--- src/rtl/oled_ssd1306_ctrl.sv ---
// SSD1306-compatible SPI command/data controller: deserialises the AVR OLED stream,
// runs the command set, tracks the column/page pointers and writes bytes to the framebuffer.
module oled_ssd1306_ctrl #(
  parameter int unsigned SYNC_STAGES  = 2,
  parameter int unsigned IDLE_TIMEOUT = 255
) (
  input  logic       clk,
  input  logic       rst_n,
  input  logic       oled_clk_i,
  input  logic       oled_dc_i,
  input  logic       oled_data_i,
  output logic       fb_req_o,
  input  logic       fb_ack_i,
  output logic [9:0] fb_addr_o,
  output logic [7:0] fb_wdata_o,
  output logic       display_on_o,
  output logic       invert_o,
  output logic [7:0] contrast_o,
  output logic       overrun_o
);

  localparam int unsigned COL_W  = 7;
  localparam int unsigned PAGE_W = 3;
  localparam int unsigned ADDR_W = COL_W + PAGE_W;

  typedef enum logic [1:0] {ST_IDLE, ST_ARG1, ST_ARG2} state_e;

  logic [SYNC_STAGES-1:0] scl_sync_q, dc_sync_q, mosi_sync_q;
  logic                   scl_prev_q;
  logic [6:0]             shift_q;
  logic [2:0]             bitcnt_q;
  logic [7:0]             idle_q;

  logic scl_s, dc_s, mosi_s, scl_rise, byte_done, is_data, is_cmd;
  logic [7:0] byte_c;

  state_e state_q, state_d;

  logic              fb_req_q, fb_req_d;
  logic [ADDR_W-1:0] fb_addr_q, fb_addr_d;
  logic [7:0]        fb_wdata_q, fb_wdata_d;
  logic              disp_q, disp_d, inv_q, inv_d, overrun_q, overrun_d;
  logic [7:0]        contrast_q, contrast_d, cmd_q, cmd_d;
  logic [6:0]        arg1_q, arg1_d;
  logic [1:0]        mode_q, mode_d;
  logic [COL_W-1:0]  col_q, col_d, col_start_q, col_start_d, col_end_q, col_end_d, col_inc;
  logic [PAGE_W-1:0] page_q, page_d, page_start_q, page_start_d, page_end_q, page_end_d, page_inc;

  assign scl_s     = scl_sync_q[SYNC_STAGES-1];
  assign dc_s      = dc_sync_q[SYNC_STAGES-1];
  assign mosi_s    = mosi_sync_q[SYNC_STAGES-1];
  assign scl_rise  = scl_s & ~scl_prev_q;
  assign byte_done = scl_rise && (bitcnt_q == 3'd7);
  assign byte_c    = {shift_q, mosi_s};
  assign is_data   = byte_done & dc_s;
  assign is_cmd    = byte_done & ~dc_s;

  // Synchronisers, bit assembly and idle-timeout for a stalled partial byte
  always_ff @(posedge clk or negedge rst_n) begin
    if (!rst_n) begin
      scl_sync_q  <= '0;
      dc_sync_q   <= '0;
      mosi_sync_q <= '0;
      scl_prev_q  <= 1'b0;
      shift_q     <= '0;
      bitcnt_q    <= '0;
      idle_q      <= '0;
    end else begin
      scl_sync_q  <= {scl_sync_q[SYNC_STAGES-2:0], oled_clk_i};
      dc_sync_q   <= {dc_sync_q[SYNC_STAGES-2:0], oled_dc_i};
      mosi_sync_q <= {mosi_sync_q[SYNC_STAGES-2:0], oled_data_i};
      scl_prev_q  <= scl_s;
      if (scl_rise) begin
        shift_q  <= {shift_q[5:0], mosi_s};
        bitcnt_q <= bitcnt_q + 3'd1;
        idle_q   <= '0;
      end else if (idle_q == 8'(IDLE_TIMEOUT)) begin
        bitcnt_q <= '0;
      end else begin
        idle_q <= idle_q + 8'd1;
      end
    end
  end

  always_ff @(posedge clk or negedge rst_n) begin
    if (!rst_n) state_q <= ST_IDLE;
    else        state_q <= state_d;
  end

  // Command sequencing; a data byte always abandons a half-received command
  always_comb begin
    state_d = state_q;
    if (is_data) begin
      state_d = ST_IDLE;
    end else if (is_cmd) begin
      case (state_q)
        ST_IDLE: begin
          if (byte_c == 8'h20 || byte_c == 8'h21 || byte_c == 8'h22 || byte_c == 8'h81)
            state_d = ST_ARG1;
        end
        ST_ARG1: state_d = (cmd_q == 8'h21 || cmd_q == 8'h22) ? ST_ARG2 : ST_IDLE;
        default: state_d = ST_IDLE;
      endcase
    end
  end

  assign col_inc  = (col_q == col_end_q) ? col_start_q : col_q + 7'd1;
  assign page_inc = (page_q == page_end_q) ? page_start_q : page_q + 3'd1;

  always_comb begin
    fb_req_d     = fb_req_q;
    fb_addr_d    = fb_addr_q;
    fb_wdata_d   = fb_wdata_q;
    disp_d       = disp_q;
    inv_d        = inv_q;
    contrast_d   = contrast_q;
    overrun_d    = overrun_q;
    cmd_d        = cmd_q;
    arg1_d       = arg1_q;
    mode_d       = mode_q;
    col_d        = col_q;
    page_d       = page_q;
    col_start_d  = col_start_q;
    col_end_d    = col_end_q;
    page_start_d = page_start_q;
    page_end_d   = page_end_q;

    if (fb_req_q && fb_ack_i) fb_req_d = 1'b0;

    if (is_data) begin
      if (fb_req_q) begin
        overrun_d = 1'b1;
      end else begin
        fb_req_d   = 1'b1;
        fb_addr_d  = {page_q, col_q};
        fb_wdata_d = byte_c;
        case (mode_q)
          2'd0: begin
            col_d = col_inc;
            if (col_q == col_end_q) page_d = page_inc;
          end
          2'd1: begin
            page_d = page_inc;
            if (page_q == page_end_q) col_d = col_inc;
          end
          default: col_d = col_inc;
        endcase
      end
    end else if (is_cmd) begin
      case (state_q)
        ST_IDLE: begin
          cmd_d = byte_c;
          if (byte_c[7:4] == 4'h0)         col_d[3:0] = byte_c[3:0];
          else if (byte_c[7:3] == 5'b00010) col_d[6:4] = byte_c[2:0];
          else if (byte_c[7:3] == 5'b10110) page_d     = byte_c[2:0];
          else begin
            case (byte_c)
              8'hAE:   disp_d = 1'b0;
              8'hAF:   disp_d = 1'b1;
              8'hA6:   inv_d  = 1'b0;
              8'hA7:   inv_d  = 1'b1;
              default: ;
            endcase
          end
        end
        ST_ARG1: begin
          arg1_d = byte_c[6:0];
          if (cmd_q == 8'h20) mode_d = (byte_c[1:0] == 2'd3) ? 2'd2 : byte_c[1:0];
          if (cmd_q == 8'h81) contrast_d = byte_c;
        end
        ST_ARG2: begin
          if (cmd_q == 8'h21) begin
            col_start_d = arg1_q;
            col_end_d   = byte_c[6:0];
            col_d       = arg1_q;
          end else begin
            page_start_d = arg1_q[2:0];
            page_end_d   = byte_c[2:0];
            page_d       = arg1_q[2:0];
          end
        end
        default: ;
      endcase
    end
  end

  always_ff @(posedge clk or negedge rst_n) begin
    if (!rst_n) begin
      fb_req_q     <= 1'b0;
      fb_addr_q    <= '0;
      fb_wdata_q   <= '0;
      disp_q       <= 1'b0;
      inv_q        <= 1'b0;
      contrast_q   <= 8'h7F;
      overrun_q    <= 1'b0;
      cmd_q        <= '0;
      arg1_q       <= '0;
      mode_q       <= 2'd2;
      col_q        <= '0;
      page_q       <= '0;
      col_start_q  <= '0;
      col_end_q    <= 7'd127;
      page_start_q <= '0;
      page_end_q   <= 3'd7;
    end else begin
      fb_req_q     <= fb_req_d;
      fb_addr_q    <= fb_addr_d;
      fb_wdata_q   <= fb_wdata_d;
      disp_q       <= disp_d;
      inv_q        <= inv_d;
      contrast_q   <= contrast_d;
      overrun_q    <= overrun_d;
      cmd_q        <= cmd_d;
      arg1_q       <= arg1_d;
      mode_q       <= mode_d;
      col_q        <= col_d;
      page_q       <= page_d;
      col_start_q  <= col_start_d;
      col_end_q    <= col_end_d;
      page_start_q <= page_start_d;
      page_end_q   <= page_end_d;
    end
  end

  assign fb_req_o     = fb_req_q;
  assign fb_addr_o    = fb_addr_q;
  assign fb_wdata_o   = fb_wdata_q;
  assign display_on_o = disp_q;
  assign invert_o     = inv_q;
  assign contrast_o   = contrast_q;
  assign overrun_o    = overrun_q;

endmodule

--- config.mk ---
export PLATFORM = sky130hd
export DESIGN_NAME = oled_ssd1306_ctrl
export DESIGN_NICKNAME = d
export VERILOG_FILES = /design/src/rtl/oled_ssd1306_ctrl.sv
export SDC_FILE = /design/constraint.sdc
export NUM_CORES = 1
export LEC_CHECK = 0
export CORE_ASPECT_RATIO = 0.5
export CORE_MARGIN = 3
export CORE_UTILIZATION = 53
export DETAILED_ROUTE_END_ITERATION = 16
export PLACE_DENSITY = 0.76
export SLEW_MARGIN = 10
export SYNTH_ARGS = -nofsm -noshare
export SYNTH_HDL_FRONTEND = slang
export SYNTH_SLANG_ARGS = --single-unit
--- constraint.sdc ---
create_clock -name clk -period 2.6 [get_ports clk]
set_input_delay 0.52 -clock clk [delete_from_list [all_inputs] [get_ports clk]]
set_output_delay 0.52 -clock clk [all_outputs]
set_load 0.02 [all_outputs]
-- Word level (Yosys, flattened, before mapping)
Cells that the tools add are included.
- register bits: 104
- latch bits: 0
- RAM bits: 0
- memory bits (read-only): 0
- input port bits: 6
- output and inout bits: 30
- memories: 0
- add/sub/neg operators: 4
- $mul: 0
- divide/modulo/power cells: 0
- $lt $le $gt $ge: 0
- eq/ne operators: 35
- shift-type cells: 0
- muxes and demuxes: 37
- bitwise logic cells: 11
- reductions and logical operators: 28
- operator list (operator ; count):
    $eq 8x8->1 const B ; 7
    $mux 7 ; 7
    $eq 8x6->1 const B ; 6
    $mux 3 ; 13
    $ne 3x3->1 const B ; 10
    $reduce_and 7->1 ; 3
    $mux 8 ; 2
    $reduce_and 4->1 ; 4
    $pmux 7 s2 ; 1
    $pmux 3 s2 ; 2
    $mux 2 ; 5
    $reduce_and 9->1 ; 1
    $add 8x1->8 const B ; 1
    $not 1->1 ; 8
    $reduce_bool 2->1 ; 4
    $add 7x1->7 const B ; 1
    $eq 7x7->1 ; 1
    $add 3x1->3 const B ; 2
    $reduce_and 2->1 ; 3
    $reduce_and 3->1 ; 2
    $reduce_and 6->1 ; 1
    $eq 5x2->1 const B ; 1
    $eq 5x5->1 const B ; 1
    $eq 2x1->1 const B ; 2
    15 further kinds ; 27

-- Logic depth before layout (Yosys ltp)
Gate-level depths: netlist (run 1).
- depth in word-level cells: 8
- depth in mapped cells: 8
- mapped depth without buffers: 7

-- Worst setup path after synthesis (run 1)
No wires, ideal clock.
- kind: register -> register
- from: register bitcnt_q[0]
- to: register mode_q[0]
- setup time: 0.128 ns
- arrival time: 2.268 ns
- data required time: 2.472 ns
- setup slack: 0.205 ns
- stages on the path, launching flop included: 9
- cell sequence: dfrtp_1 -> ha_1 -> ha_1 -> nand3b_4 -> or4b_1 -> buf_6 -> nor4b_4 -> nor3b_2 -> mux2_1
- cells in the longest elaborated chain, start to end: 5
- elaborated cells on any way between the ends: 6
- ends and longest elaborated chain (element ; line ; source):
    start, declared ; 31 ; logic [2:0] bitcnt_q;
    start signal, assigned ; 75 ; bitcnt_q <= bitcnt_q + 3'd1;
    $eq 3x3->1 (*) ; 53 ; assign byte_done = scl_rise && (bitcnt_q == 3'd7);
    $logic_and 1x1->1 (*) ; 53 ;
    $and 1x1->1 ; 55 ; assign is_data = byte_done & dc_s;
    $not 1->1 (no source line) ; -- ;
    $reduce_and 4->1 (no source line) (*) ; -- ;
    end signal, assigned ; 215 ; mode_q <= mode_d;
    end, declared ; 45 ; logic [1:0] mode_q, mode_d;
Every way passes the cells marked *; elsewhere a longest branch is shown, timed or not.
A chain may end at the register's enable or synchronous reset.

-- Worst setup path after layout (run 1)
Ends and elaborated chain as after synthesis.

==> metrics.md, run 1 <==
| Metric | Value |
|---|---|
| Run status | completed |
| Setup Viol. Count Final | 0 |
| Psw | 1227 uW |
| Post-synth top area share | 44.65% |
| Post-DP HPWL | 7367 um |
| All-Layer GR Usage | 22.17% |
| Distinct cells, synth | 54 |
| WL met2 | 5185 um |
| Main synth FF type | dfrtp_1 |
| Pwr Density | 720.1 mW/mm^2 |
| Port Buffers | 35 |
| Post-synth EDFFs | 0 |
| Non-Filler Instances | 557 |
| CP Cell Sequence | ha_1, ha_2, nand3b_4, or4b_4, nor4b_4, nor3b_4, mux2_1 |
| Setup crit start | bitcnt_q[0] |
| Synth Area in Compound Gates | 7.529% |
| Starting density of the core | 57.36% |
| Grt total ovfl | 0 |
| GP Congestion | 0.8503 |
| Final Max Tran Viols | 0 |
| Initial antenna violation count | 0 |
| Post-synthesis mux area share | 16.72% |
| WL per Instance | 19.16 um |
| Share of cells above drive strength 1 | 27.42% |
| Clock skew | 0.004937 ns |
| Total routed wirelength | 10670 um |
| Register share of total power | 48.4% |
| Post-Syn Area | 0.004820 sq mm |
| DR top layer | met4 |
| Iter 0 DRT Violations | 300 |
| Peak supply drop | 0.3653 mV |
| Sequential area share after synthesis | 54.47% |
| RR Endpoint | mode_q[0] |
| Avg Vias per Cell | 6.004 |
| Clock slew at reported path FFs | 0.06 ns |
| Commonest cells post-synth | dfrtp_1 (86), mux2_2 (66), nand2_1 (40) |
| Leakage | 0.002585 uW |
| Max Root-Sink Buffers | 2 |
| Gate Count Post-Synth | 403 |
| Post-route clock period utilization | 96.20% |
| CTS Hold Buffers Added | 0 |
| Wire length on met1 | 4737 um |
| Critical path class | reg2reg |
| Clock root buffer | clkbuf_16 |
| Via Count | 3344 |
| Clk pwr share | 31.8% |
| Rel. slew slack | 57.33% |
| Cell taking the most area after synthesis | dfrtp_1 |
| Synth Register Bits | 104 |
| Postcts setup bufs | 0 |
| Antenna Nets Post-Route | 0 |
| Worst Setup EP | mode_q[0] |
| Simple-gate portion of the synthesized area | 13.81% |
| Drc violations | 0 |
| Most common cell in the netlist | dfrtp_1 |
| Num CTS Buffers | 9 |
| Critical-path maximum fanout | 6 |
| First-pass GRT wire length | 17960 um |
| Max incr delay on CP | 0.59 ns |
| Fill cells | 636 |
| Critical Path AT | 2.73 ns |
| CTS tree | yes |
| Worst R2R Setup Slack | 0.1 ns |
| Worst path required time | 2.82 ns |
| Critical-path top delay cell | or4b_4 |
| Die area | 0.01034 sq mm |
| Synth Area in Adders | 1.298% |
| Area contributors post-synth | dfrtp_1 (45%), mux2_2 (15%), dfstp_2 (9.8%) |
| # diodes | 0 |
| Ys Warns | 0 |
| RSZ-0062 raised after global routing | false |
| Core area | 0.008403 sq mm |
| Largest net degree at the start of global routing | 60 |
| Reg2Reg Depth | 7 |
| Hold Vio Cnt, Final | 0 |
| Ports | 36 |
| Critical Path End Type | flop |
| Worst Max-Slew Pin Slew | 0.6301 ns |
| Num Clock Sinks | 104 |
| Comb power frac | 19.7% |
| Die height | 73.43 um |
| Final cell utilization of the core | 67.06% |
| Area delta synth->final | 16.93% |
| Ys async rst share | 100.0% |
| Fraction of power spent switching nets | 30.23% |
| Clock Latency Late Sink | 0.34 ns |
| Internal power | 2831 uW |
| Pre-antenna DRT Iters | 6 |
| Worst setup SP type | flop |
| # H-tree levels | 3 |
| Die Span X | 140.9 um |
| Final min period | 2.501 ns |
| Vias in the first global route | 3586 |
| Placed insts | 541 |
| Met3 wire len | 614 um |
| Mapped Nets | 414 |
| Synthesized area per cell | 11.96 sq um |
| Fmax | 0.3998 GHz |
| Largest family of logic cells by synthesized area | multiplexers |
| Row Count | 23 |
| Final #Nets | 451 |
| Hold crit path type | in2async |
| R2r startpoint | bitcnt_q[0] |
| MaxCap Viol Count | 0 |
| XOR/XNOR share of the synthesized area | 3.634% |
## repair_timing
action,CTS,global route
gates cloned,0,0
gates resized for setup,1,2
endpoints found under the setup margin,2,1
## power groups by stage
stage	logic, uW	clock network (uW)	registers [uW]
after floorplan	539	0	1910
after global placement	735	0	1970
after detailed placement	781	0	1990
after CTS	793	1310	1960
after global routing	883	1380	1990
final	801	1290	1970
## worst min path at each step
stage	slack, ns	startpoint	endpoint
after floorplan	0.22	rst_n	arg1_q[0]
after CTS	0.20	rst_n	idle_q[0]
after global placement	0.33	mosi_sync_q[0]	mosi_sync_q[1]
after detailed placement	0.34	mosi_sync_q[0]	mosi_sync_q[1]
after global routing	0.22	rst_n	idle_q[1]
final	0.17	rst_n	idle_q[1]
## cell usage in the layout (no fill, tap or decap), types with 3 or more instances in the layout
master and instances:
and2_1 3, inv_1 5, nor2b_1 6, clkdlybuf4s50_1 34, a31oi_1 5, nor3_1 8
o21ai_0 13, clkbuf_8 3, dfrtp_1 86, nor4_1 7, nand2b_1 4, a211oi_1 6
or3_1 4, nor2_1 11, buf_4 16, ha_1 4, dfstp_2 18, mux2_2 66
nand3_1 13, xnor2_1 10, and3_1 4, nand4_1 4, a21oi_1 10, mux2i_1 4
or4_1 3, clkbuf_16 9, nand2_1 40, xor2_1 10
## cell type report
cell class	instances	area, sq um	area share [%]
Clock buffer	14	274.0	4.862
Clock inverter	2	12.51	0.2220
Inverter	5	18.77	0.3330
Multi-Input combinational cell	269	2085	36.99
Sequential cell	104	2625	46.58
Tap cell	112	140.1	2.487
Timing Repair Buffer	51	480.5	8.526
## sequential cells by signal, indices dropped and copies added, names as in the netlist, 3 cells and up
| register | cells |
|---|---|
| page_start_q | 3 |
| bitcnt_q | 3 |
| shift_q | 7 |
| arg1_q | 7 |
| page_q | 3 |
| idle_q | 8 |
| page_end_q | 3 |
| fb_addr_o | 10 |
| col_end_q | 7 |
| col_start_q | 7 |
| cmd_q | 8 |
| fb_wdata_o | 8 |
| contrast_o | 8 |
| col_q | 7 |
## through the flow
stage                     setup WS [ns]  hold WS [ns]  instance area (sq um)  total power (uW)  setup TNS, ns
after floorplan                  0.2045        0.2244                   4820              2447              0
after global placement           0.1248        0.3322                   5336              2705              0
after detailed placement       -0.02190        0.3403                   5336              2767       -0.02190
after CTS                       0.04861        0.2001                   5627              4056              0
after global routing            0.01075        0.2248                   5635              4252              0
final                           0.09868        0.1671                   5635              4058              0
## logic make-up after synthesis
family / Yosys count
compound gates: 53
mux: 72
flops: 104
fa+ha+maj: 5
buf+inv: 30
xor+xnor: 20
simple gates: 119
## worst max-delay path, delay by kind of cell, from the launching register on
kind	cells	cell delay, ns
adders and majority gates	2	0.38
DFF	1	0.37
muxes	1	0.35
and+or+nand+nor	4	1.28
## metal layers
layer | global-route usage (%) | vias up
met5 | 0 | -
met3 | 5.722 | 18
met1 | 28.90 | 1675
met2 | 37.39 | 126
li1 | - | 1525
met4 | 6.337 | 0
(Power assumes the default switching activity.)
==> run 2: changes to the inputs <==
Settings changed: HOLD_SLACK_MARGIN from default to 0.02.
==> results of run 2 <==
Same layout as run 1: the final DEF is identical, and so are final timing and power.
==> run 3: changes to the inputs <==
Settings changed: SLEW_MARGIN 10 to 40.
==> results of run 3 <==
Same layout as run 1: the final DEF is identical, and so are final timing and power.
